==> config.mk <==
export PLATFORM = sky130hd
export DESIGN_NAME = ilkn_lat_stats
export DESIGN_NICKNAME = d
export VERILOG_FILES = /design/src/rtl/ilkn_lat_pkg.sv /design/src/rtl/ilkn_lat_stats.sv
export SDC_FILE = /design/constraint.sdc
export NUM_CORES = 1
export LEC_CHECK = 0
export CAP_MARGIN = 10
export CORE_MARGIN = 1
export CORE_UTILIZATION = 47
export CTS_BUF_LIST = sky130_fd_sc_hd__clkbuf_8
export DETAILED_ROUTE_END_ITERATION = 10
export GPL_TIMING_DRIVEN = 0
export PLACE_DENSITY = 0.73
export SLEW_MARGIN = 25
export SYNTH_ARGS = -nofsm -noshare
export SYNTH_HDL_FRONTEND = slang
export SYNTH_SLANG_ARGS = --single-unit
==> constraint.sdc <==
create_clock -name clk -period 14 [get_ports clk]
set_input_delay 3.5 -clock clk [delete_from_list [all_inputs] [get_ports clk]]
set_output_delay 3.5 -clock clk [all_outputs]
set_load 0.05 [all_outputs]
==> src/rtl/ilkn_lat_pkg.sv <==
// ilkn_lat_pkg: shared constants, types and helpers for the Interlaken
// RX latency checker.
//   MAGIC / *_LSB : probe header layout on the SOP beat
//   frame_state_t : framing FSM state encoding
//   sat_inc       : width-generic saturating increment
package ilkn_lat_pkg;

  localparam logic [31:0] MAGIC      = 32'hA5A5_1A7E;
  localparam int unsigned TS_LSB     = 0;
  localparam int unsigned SEQ_LSB    = 64;
  localparam int unsigned MAGIC_LSB  = 96;
  localparam int unsigned FIELD_TS_W = 64;
  localparam int unsigned SEQ_W      = 32;
  localparam int unsigned MAGIC_W    = 32;
  localparam int unsigned SAT_MAX_W  = 128;

  typedef enum logic {
    IDLE,
    BODY
  } frame_state_t;

  // Increment the low w bits of v, holding at all-ones instead of wrapping.
  // Callers widen their counter to SAT_MAX_W and narrow the result back.
  function automatic logic [SAT_MAX_W-1:0] sat_inc(input logic [SAT_MAX_W-1:0] v,
                                                   input int unsigned w);
    logic [SAT_MAX_W-1:0] mask;
    mask = '1;
    if (w < SAT_MAX_W) mask = (SAT_MAX_W'(1) << w) - SAT_MAX_W'(1);
    if ((v & mask) == mask) return v;
    return v + SAT_MAX_W'(1);
  endfunction

endpackage

==> src/rtl/ilkn_lat_stats.sv <==
// ilkn_lat_stats: latency pipeline stage and statistics accumulators.
//   clk, rst   : clock, asynchronous active-high reset
//   clr        : synchronous clear of min/max/sum/count
//   in_valid   : a good probe was seen this cycle (already gated by clr)
//   in_lat     : its latency
//   lat_valid  : registered in_valid (one-cycle pulse)
//   lat_last   : registered latency of the latest good probe
//   lat_min/lat_max/lat_sum/pkt_cnt : statistics, one stage after lat_last
module ilkn_lat_stats
  import ilkn_lat_pkg::*;
#(
  parameter int unsigned TS_W  = 64,
  parameter int unsigned CNT_W = 32,
  parameter int unsigned SUM_W = 80
) (
  input  logic             clk,
  input  logic             rst,
  input  logic             clr,
  input  logic             in_valid,
  input  logic [TS_W-1:0]  in_lat,
  output logic             lat_valid,
  output logic [TS_W-1:0]  lat_last,
  output logic [TS_W-1:0]  lat_min,
  output logic [TS_W-1:0]  lat_max,
  output logic [SUM_W-1:0] lat_sum,
  output logic [CNT_W-1:0] pkt_cnt
);

  logic [SUM_W:0]   sum_ext;
  logic [SUM_W-1:0] sum_nxt;

  // Carry out of the widened add means overflow: clamp to all-ones.
  always_comb begin
    sum_ext = {1'b0, lat_sum} + (SUM_W+1)'(lat_last);
    sum_nxt = sum_ext[SUM_W] ? '1 : sum_ext[SUM_W-1:0];
  end

  always_ff @(posedge clk or posedge rst) begin
    if (rst) begin
      lat_valid <= 1'b0;
      lat_last  <= '0;
    end else begin
      lat_valid <= in_valid;
      if (in_valid) lat_last <= in_lat;
    end
  end

  always_ff @(posedge clk or posedge rst) begin
    if (rst) begin
      lat_min <= '1;
      lat_max <= '0;
      lat_sum <= '0;
      pkt_cnt <= '0;
    end else if (clr) begin
      lat_min <= '1;
      lat_max <= '0;
      lat_sum <= '0;
      pkt_cnt <= '0;
    end else if (lat_valid) begin
      if (lat_last < lat_min) lat_min <= lat_last;
      if (lat_last > lat_max) lat_max <= lat_last;
      lat_sum <= sum_nxt;
      pkt_cnt <= CNT_W'(sat_inc(SAT_MAX_W'(pkt_cnt), CNT_W));
    end
  end

endmodule

==> results.json <==
{
  "power_frac_comb_pct": 40.6,
  "grt_max_degree": 69,
  "hold_class": "reg -> reg",
  "pwr-share-clk_pct": 27.1,
  "cts_hold_buf": 0,
  "rsz0062_at_grt": "no",
  "synth_area_leaders": "dfrtp_1 (31%), ha_1 (12%), dfstp_2 (8.5%)",
  "regToRegStartpoint": "lat_last[33]",
  "path_class": "reg -> out",
  "core_mm2": 0.0412,
  "stdcell_count": 3073,
  "synth-edff-count": 0,
  "start_util_pct": 48.0,
  "finClkSkew_ns": 0.0161,
  "die_w_um": 207,
  "drtPass1Iterations": 8,
  "finalHoldViolations": 0,
  "drc": 25,
  "grt_overflow_total": 0,
  "vias_per_cell": 5.74,
  "postCtsSetupBuffers": 0,
  "postRouteAntennaNets": 0,
  "startpoint": "lat_last[63]",
  "io_pins": 373,
  "finalSetupViolCount": 0,
  "portBuffers": 372,
  "cts_tree": "done",
  "worstRegToRegCells": 13,
  "synth_top_area_cell": "dfrtp_1",
  "cts_inserted_buffers": 57,
  "path_depth": 1,
  "start_kind": "register",
  "swShare_pct": 41.1,
  "critPathBufInv": 1,
  "cts_sinks": 305,
  "async_flop_share_pct": 100,
  "synth_top_area_share_pct": 30.5,
  "synth-main-ff-cell": "dfrtp_1",
  "tightest_slew_ns": 0.889,
  "n_fill_cell": 3531,
  "cts_max_path_buffers": 3,
  "syn_avg_cell_area_um2": 9.60,
  "ys_seq_elements": 305,
  "drt_iter0_drc": 1044,
  "ys_seq_area_share_pct": 39.0,
  "p_leak_nw": 11.9,
  "clk_transition_reported_paths_ns": 0.07,
  "dpl_cell_area_mm2": 0.0243,
  "period_share_pct": 41.7,
  "crit_chain": "clkdlybuf4s50_1",
  "p_int_mw": 2.00,
  "worstPathRequired_ns": 10.50,
  "status": "finished with violations",
  "rows": 74,
  "cp_slowest_cell": "clkdlybuf4s50_1",
  "postSynthCellCount": 2060,
  "fmax_ghz": 0.171,
  "power_density_mw_per_mm2": 133,
  "layout-drive-gt1-share_pct": 12.2,
  "critPathArrivalTime_ns": 2.33,
  "die_y_um": 207,
  "p_total_mw": 3.40,
  "dp_hpwl_um": 48400,
  "p_sw_mw": 1.40,
  "grt_pass1_wl_um": 101000,
  "syn_area_mm2": 0.0198,
  "slowest_delay_ns": 0.93,
  "dp.cells": 2968,
  "nets": 2756,
  "grt_usage_pct": 29.6,
  "area_delta_synth_final_pct": 28.9,
  "dieArea_mm2": 0.0429,
  "critPathTopFamily": "buffers and inverters",
  "violations": "DRC",
  "hold_depth": 2,
  "diodes": 0,
  "period_minus_slack_ns": 5.83,
  "routedWlPerCell_um": 20.8,
  "final_cell_mix": "clkdlybuf4s50_1 (372), dfrtp_1 (241), nor2_1 (214), ha_1 (192), inv_1 (164)",
  "hp-start": "lat_min[40]",
  "slew_violations": 0,
  "wirelength_um": 63900,
  "critical_path.max_fanout": 7,
  "irDropWorstVdd_uv": 83.3,
  "relSlewSlack_pct": 39.2,
  "cap_violations": 0,
  "end_kind": "output port",
  "sequentialPowerShare_pct": 32.3,
  "cts-root-buf": "clkbuf_8",
  "htreeDepth": 2,
  "yosys_warnings": 0,
  "place_congestion": 0.929,
  "cts-resized-gates": 0,
  "layout_commonest_cell": "clkdlybuf4s50_1",
  "grt_pass1_vias": 17900,
  "clk_latency_ns": 0.66,
  "vias": 17600,
  "ys_types": 80,
  "syn_nets": 2321,
  "antenna_found_initial": 1,
  "fin_area_mm2": 0.0255
}
[synth_stat cells (57+ instances only)]
master and n:
o21ai_0 62, a21o_1 81, a21oi_1 109, inv_1 145, o211ai_1 71, mux2i_1 68
nor2_1 214, nand4_1 58, nand2_1 152, ha_1 192, clkbuf_1 57, dfstp_2 64
mux2_2 63, dfrtp_1 241
[routing by layer]
layer  vias up  GRT usage, %  share of wire [%]
met3       100          5.72                5.8
met1      8688          38.6                 44
met5         -             0                  0
met2       546          49.4                 47
met4         0          9.34                2.6
li1       8313             -                  -
[logic make-up after synthesis]
family / count (synthesis) / synth area share, %
buffers and inverters: 256 / 5.90
flip-flops: 305 / 39.0
XOR/XNOR: 89 / 3.94
AND/OR/NAND/NOR: 568 / 13.5
multiplexers: 131 / 7.03
AO/OA/AOI/OAI: 518 / 18.4
adder cells (fa/ha/maj): 193 / 12.3
[final cells by class]
cell class,instances,area [µm²],share of cell area (%)
well taps,532,666,2.61
clock buffers,70,963,3.78
inverters,147,559,2.20
flip-flops and latches,305,7710,30.3
plain buffers,109,618,2.43
clock inverters,35,234,0.918
repair buffers,376,3830,15.0
multi-input cells,1499,10900,42.7
[flip-flops by register name, summed over array words and instances (netlist names)]
register and flops:
lat_valid 1, pkt_cnt 32, lat_min 64, lat_max 64, lat_sum 80, lat_last 64
[path summary, 6_finish.rpt]
path / end / slack, ns
max: lat_last[63] / 8.17
min: lat_min[40] / 0.53
max reg2reg: lat_min[5] / 9.54
min reg2reg: lat_min[40] / 0.53
max in group asynchronous: lat_min[6] / 9.34
min in group asynchronous: lat_last[49] / 3.25
[through the flow]
| step | hold slack (ns) | setup TNS [ns] | utilization, % | setup WS [ns] |
|---|---|---|---|---|
| finish | 0.535 | 0 | 61.8 | 8.17 |
| global route | 0.556 | 0 | 61.8 | 8.11 |
| CTS | 0.537 | 0 | 61.8 | 8.04 |
| detailed placement | 0.522 | 0 | 58.9 | 8.01 |
| global placement | 0.519 | -450.81 | 58.6 | -1.90 |
| floorplan | 0.635 | 0 | - | 2.17 |
[power by group through the flow]
stage	Combinational (mW)	Sequential, mW	Clock, mW
final	1.38	1.10	0.920
after global routing	1.48	1.11	0.974
after CTS	1.38	1.10	0.941
after detailed placement	1.37	1.11	0
after global placement	1.34	1.11	0
after floorplan	0.650	1.39	0
(Power assumes the default switching activity.)
